[config.mk]
export PLATFORM = sky130hd
export DESIGN_NAME = pair_packer_flat
export DESIGN_NICKNAME = d
export VERILOG_FILES = /design/src/rtl/pair_packer_if.sv /design/src/rtl/pair_packer.sv /design/src/flat_wrapper.sv
export SDC_FILE = /design/constraint.sdc
export NUM_CORES = 1
export LEC_CHECK = 0
export BUFFER_PORTS_ARGS = -buffer_cell sky130_fd_sc_hd__buf_4
export CAP_MARGIN = 20
export CORE_MARGIN = 1
export CORE_UTILIZATION = 50
export DETAILED_ROUTE_END_ITERATION = 16
export PLACE_DENSITY = 0.77
export SLEW_MARGIN = 20
export SYNTH_ARGS = -nofsm -noshare
export SYNTH_HDL_FRONTEND = slang
export SYNTH_SLANG_ARGS = --single-unit
[constraint.sdc]
create_clock -name clk -period 4.6 [get_ports clk]
set_input_delay 0.92 -clock clk [delete_from_list [all_inputs] [get_ports clk]]
set_output_delay 0.92 -clock clk [all_outputs]
set_load 0.02 [all_outputs]
[src/rtl/pair_packer_if.sv]
// Symbol-in / word-out handshake bundle for pair_packer.
// slave is the packer's view; master is the upstream/downstream driver view.
interface pair_packer_if #(
    parameter int WIDTH = 8
);
    localparam int N      = WIDTH / 2;
    localparam int NSYM_W = $clog2(N) + 1;

    logic              in_valid;
    logic              in0;
    logic              in1;
    logic              in_ready;
    logic              flush;
    logic              out_valid;
    logic              out_ready;
    logic [WIDTH-1:0]  out_data;
    logic [NSYM_W-1:0] out_nsym;

    modport slave (
        input  in_valid, in0, in1, flush, out_ready,
        output in_ready, out_valid, out_data, out_nsym
    );

    modport master (
        output in_valid, in0, in1, flush, out_ready,
        input  in_ready, out_valid, out_data, out_nsym
    );
endinterface

[src/rtl/pair_packer.sv]
// Packs 2-bit symbols {in1,in0} LSB-first into WIDTH-bit words behind a
// one-entry output register. Flush emits a zero-padded partial word.
module pair_packer #(
    parameter int WIDTH = 8
) (
    input  logic          clk,
    input  logic          rst,
    pair_packer_if.slave  bus
);
    localparam int N      = WIDTH / 2;
    localparam int CW     = (N > 1) ? $clog2(N) : 1;
    localparam int NSYM_W = $clog2(N) + 1;
    localparam logic [CW-1:0] LAST = CW'(N - 1);

    logic [CW-1:0]     cnt;
    logic [WIDTH-1:0]  acc;
    logic              out_valid_q;
    logic [WIDTH-1:0]  out_data_q;
    logic [NSYM_W-1:0] out_nsym_q;

    logic              slot_free;
    logic              in_ready_c;
    logic              sym_fire;
    logic              flush_fire;
    logic              full;
    logic [NSYM_W-1:0] pend_cnt;
    logic              load;
    logic [WIDTH-1:0]  acc_next;

    // Handshake terms; in_ready is combinational from out_ready so a drain
    // and a completing symbol can share a cycle.
    always_comb begin
        slot_free  = !out_valid_q || bus.out_ready;
        in_ready_c = !rst && (slot_free || (cnt != LAST));
        sym_fire   = bus.in_valid && in_ready_c;
        flush_fire = bus.flush && slot_free && !rst;
        full       = sym_fire && (cnt == LAST);
        pend_cnt   = NSYM_W'(cnt) + NSYM_W'(sym_fire);
        load       = full || (flush_fire && (pend_cnt != '0));
        acc_next   = acc;
        if (sym_fire) begin
            acc_next = acc | (WIDTH'({bus.in1, bus.in0}) << {cnt, 1'b0});
        end
    end

    // Accumulator, slot counter and output register. A load always leaves
    // the accumulator empty, so a flush coinciding with the last symbol
    // yields one full word and nothing after it.
    always_ff @(posedge clk) begin
        if (rst) begin
            cnt         <= '0;
            acc         <= '0;
            out_valid_q <= 1'b0;
            out_data_q  <= '0;
            out_nsym_q  <= '0;
        end else if (load) begin
            out_valid_q <= 1'b1;
            out_data_q  <= acc_next;
            out_nsym_q  <= pend_cnt;
            acc         <= '0;
            cnt         <= '0;
        end else begin
            if (out_valid_q && bus.out_ready) begin
                out_valid_q <= 1'b0;
            end
            if (sym_fire) begin
                acc <= acc_next;
                cnt <= cnt + 1'b1;
            end
        end
    end

    assign bus.in_ready  = in_ready_c;
    assign bus.out_valid = out_valid_q;
    assign bus.out_data  = out_data_q;
    assign bus.out_nsym  = out_nsym_q;
endmodule

[src/flat_wrapper.sv]
// flat-port wrapper written by rule: the top's interface ports become plain ports
module pair_packer_flat 
#(
    parameter int WIDTH = 8
)
  (clk, rst, bus_in_valid, bus_in0, bus_in1, bus_flush, bus_out_ready, bus_in_ready, bus_out_valid, bus_out_data, bus_out_nsym);
  pair_packer_if #(.WIDTH(WIDTH)) bus_i ();
  input  logic clk;
  input  logic rst;
  input wire logic [$bits(bus_i.in_valid)-1:0] bus_in_valid;
  input wire logic [$bits(bus_i.in0)-1:0] bus_in0;
  input wire logic [$bits(bus_i.in1)-1:0] bus_in1;
  input wire logic [$bits(bus_i.flush)-1:0] bus_flush;
  input wire logic [$bits(bus_i.out_ready)-1:0] bus_out_ready;
  output wire logic [$bits(bus_i.in_ready)-1:0] bus_in_ready;
  output wire logic [$bits(bus_i.out_valid)-1:0] bus_out_valid;
  output wire logic [$bits(bus_i.out_data)-1:0] bus_out_data;
  output wire logic [$bits(bus_i.out_nsym)-1:0] bus_out_nsym;
  assign bus_i.in_valid = bus_in_valid;
  assign bus_i.in0 = bus_in0;
  assign bus_i.in1 = bus_in1;
  assign bus_i.flush = bus_flush;
  assign bus_i.out_ready = bus_out_ready;
  assign bus_in_ready = bus_i.in_ready;
  assign bus_out_valid = bus_i.out_valid;
  assign bus_out_data = bus_i.out_data;
  assign bus_out_nsym = bus_i.out_nsym;
  pair_packer #(.WIDTH(WIDTH)) u_core (.clk(clk), .rst(rst), .bus(bus_i));
endmodule
==> impl_results.md <==
- Outcome: finished, final reports clean
- Drt first pass iters: 4
- R2r setup slk: 2160 ps
- VDD IR max: 0.000323 V
- CTS tree: yes
- Commonest non-fill, non-tap cell in the layout: dfxtp_1
- CP Data Required Time: 3680 ps
- Worst-case clock buffer depth: 2
- CP Max Fanout: 11
- Final cell area excluding filler cells: 1210 sq um
- Async set-reset flop share out of synthesis: 0
- HP Start: u_core.bus.out_nsym[2]
- Die Wd: 47.4 um
- Hold buffers post-CTS: 0
- Post-Synth XOR/XNOR Area: 0
- DIE AREA: 2240 sq um
- Pint: 0.318 mW
- DR vias/cell: 5.73
- Final nets: 130
- Setup crit end kind: output pin
- Inserted Clock Buffers: 3
- Period utilization: 0.545
- Clock-pin slew on the worst setup and hold paths: 120 ps
- Vias in the first global route: 695
- Final setup viols: 0
- Ys Warns: 0
- Cell Pwr Density: 348 nW/um^2
- Sequential share of the synthesized area: 0.428
- GPL Wtd Cong: 0.805
- Hold Vio Cnt, Final: 0
- Worst flop-to-flop path startpoint: u_core.cnt[0]
- First-pass GRT wire length: 3.24 mm
- CTS H-tree lvls: 1
- Worst reg2reg path endpoint: u_core.acc[2]
- Initial DRC Count: 17
- Pin count of the biggest net entering global routing: 22
- Inst Count DP: 142
- I/O pin total: 20
- Crit path launch type: input port
- Worst Hold Class: reg2reg
- Rows: 16
- Tightest Pin Transition: 449 ps
- Buffer type at the clock tree root: clkbuf_4
- Synthesized instance count: 103
- Post-CTS Setup Inserts: 0
- Core Area: 1940 sq um
- HPWL after DPL: 1.51 mm
- Initial antenna violation count: 0
- Area delta synth->final: 17.6%
- Minimum clock period: 2510 ps
- Main combinational cell family by area after synthesis: compound AO/OA/AOI/OAI gates
- WL/cell: 14.2 um
- Most frequent cells in the layout: dfxtp_1 (22), buf_4 (19), nor3_1 (9)
- Synth cell types: 30
- Comb power frac: 0.159
- Maxcap violations: 0
- GRT overflow: 0
- Sw frac: 0.245
- Synth Net Count: 113
- Starting Density: 0.530
- Diode count: 0
- Die H: 47.4 um
- P_sw: 0.103 mW
- Via count: 836
- Worst-case reg-to-reg path depth: 8
- Pre-CTS setup slack: 1770 ps
- Setup CP Type: in2out
- Number of gates resized after CTS: 0
- Detailed-route DRC error count: 0
- Setup TNS Final: 0 ps
- Drt total wl: 2.08 mm
- Post-route insts no fill: 146
- Total power: 0.422 mW
- Crit path capture: bus_in_ready
- Slew Limit Headroom: 0.700
- Slew Viols, Final: 0
- Clk sinks: 22
- Multiplexer share of the synthesized area: 0.0292
- Number of synthesized register bits: 22
- CP arrival: 1590 ps
- Synthesized area per cell: 10.0 sq um
- # port buffers: 19
- Seq pwr share: 0.496
- Clock Skew: 3.93 ps
- Finished Core Util: 0.624
- Worst skew pair latency: 300 ps
- Clock share of power: 0.345
- Placed Area: 1160 sq um
- Top FF cell, synth: dfxtp_1
- Gr usage total: 0.208
- Antenna-violating nets left: 0
- Share of cells above drive strength 1: 0.311
- CP startpoint: bus_out_ready
- Max Fclk: 0.399 GHz
- Post-Synth Simple-Gate Area: 0.225
- Unrepaired setup endpoints after global routing: no
- Post-synthesis compound-gate area fraction: 0.232
- WHS: 465 ps
- Synth Area in Adders: 0.0365
- Synth Cell Area: 1030 sq um
- Post-synth EDFFs: 0
- Pleak: 0.468 nW
- Final WS setup: 2090 ps
## worst min-delay path by stage
stage                                        end  cells after the start
after floorplan                    u_core.acc[0]                      2
after global placement    u_core.bus.out_nsym[0]                      2
after detailed placement  u_core.bus.out_nsym[2]                      2
after CTS                 u_core.bus.out_nsym[2]                      2
after global routing      u_core.bus.out_nsym[0]                      2
final                     u_core.bus.out_nsym[2]                      2
## state kept, by name, indices dropped and copies added, names as in the netlist
| register | count |
|---|---|
| u_core.cnt | 2 |
| u_core.bus.out_nsym | 3 |
| u_core.bus.out_data | 8 |
| u_core.bus.out_valid | 1 |
| u_core.acc | 8 |
## per-layer routing
layer | routed length [um] | share of wire | global-route usage
met1 | 1040 | 0.50 | 0.295
met2 | 955 | 0.46 | 0.304
met3 | 70 | 0.034 | 0.0423
met4 | 12 | 0.0058 | 0.0914
met5 | 0 | 0 | 0
## logic make-up after synthesis
logic type	Yosys count
AOI/OAI and AO/OA	30
adders and majority gates	3
buffers and inverters	8
DFF	22
muxes	3
and+or+nand+nor	37
## cells in the mapped netlist (2+ instances only)
library cell / count / share of area
mux2i_1: 3 / 0.029
clkbuf_1: 2 / 0.0073
nor2_1: 3 / 0.011
nor3_1: 9 / 0.044
a21oi_1: 8 / 0.039
nand2_1: 6 / 0.022
buf_2: 2 / 0.0097
a211oi_2: 2 / 0.024
dfxtp_1: 22 / 0.43
a41oi_1: 4 / 0.034
buf_6: 2 / 0.022
o21ai_0: 2 / 0.0097
ha_1: 3 / 0.036
or3b_2: 8 / 0.068
o311ai_0: 8 / 0.068
a31oi_1: 4 / 0.024
nor2b_1: 2 / 0.012
## power by group through the flow
stage | combinational (mW) | sequential [mW] | clock, mW
2_1_floorplan | 0.0387 | 0.220 | 0
4_1_cts | 0.0669 | 0.209 | 0.147
3_3_place_gp | 0.0660 | 0.213 | 0
5_1_grt | 0.0729 | 0.211 | 0.154
6_report | 0.0669 | 0.209 | 0.146
3_5_place_dp | 0.0667 | 0.213 | 0
## worst max-delay path, cell delays in order
cell and delay [ps]:
buf_4 140, and3b_4 320, nor2_1 50, buf_4 160
## area by class of cell
class	count	area [sq um]
clock buffer	3	22.5
clock inverter	1	30.0
fill	172	731
inverter	1	3.75
multi-input combinational	73	538
sequential	22	440
tap	27	33.8
timing repair buffer	19	143
Note: power is estimated with default switching activity, not from simulation.
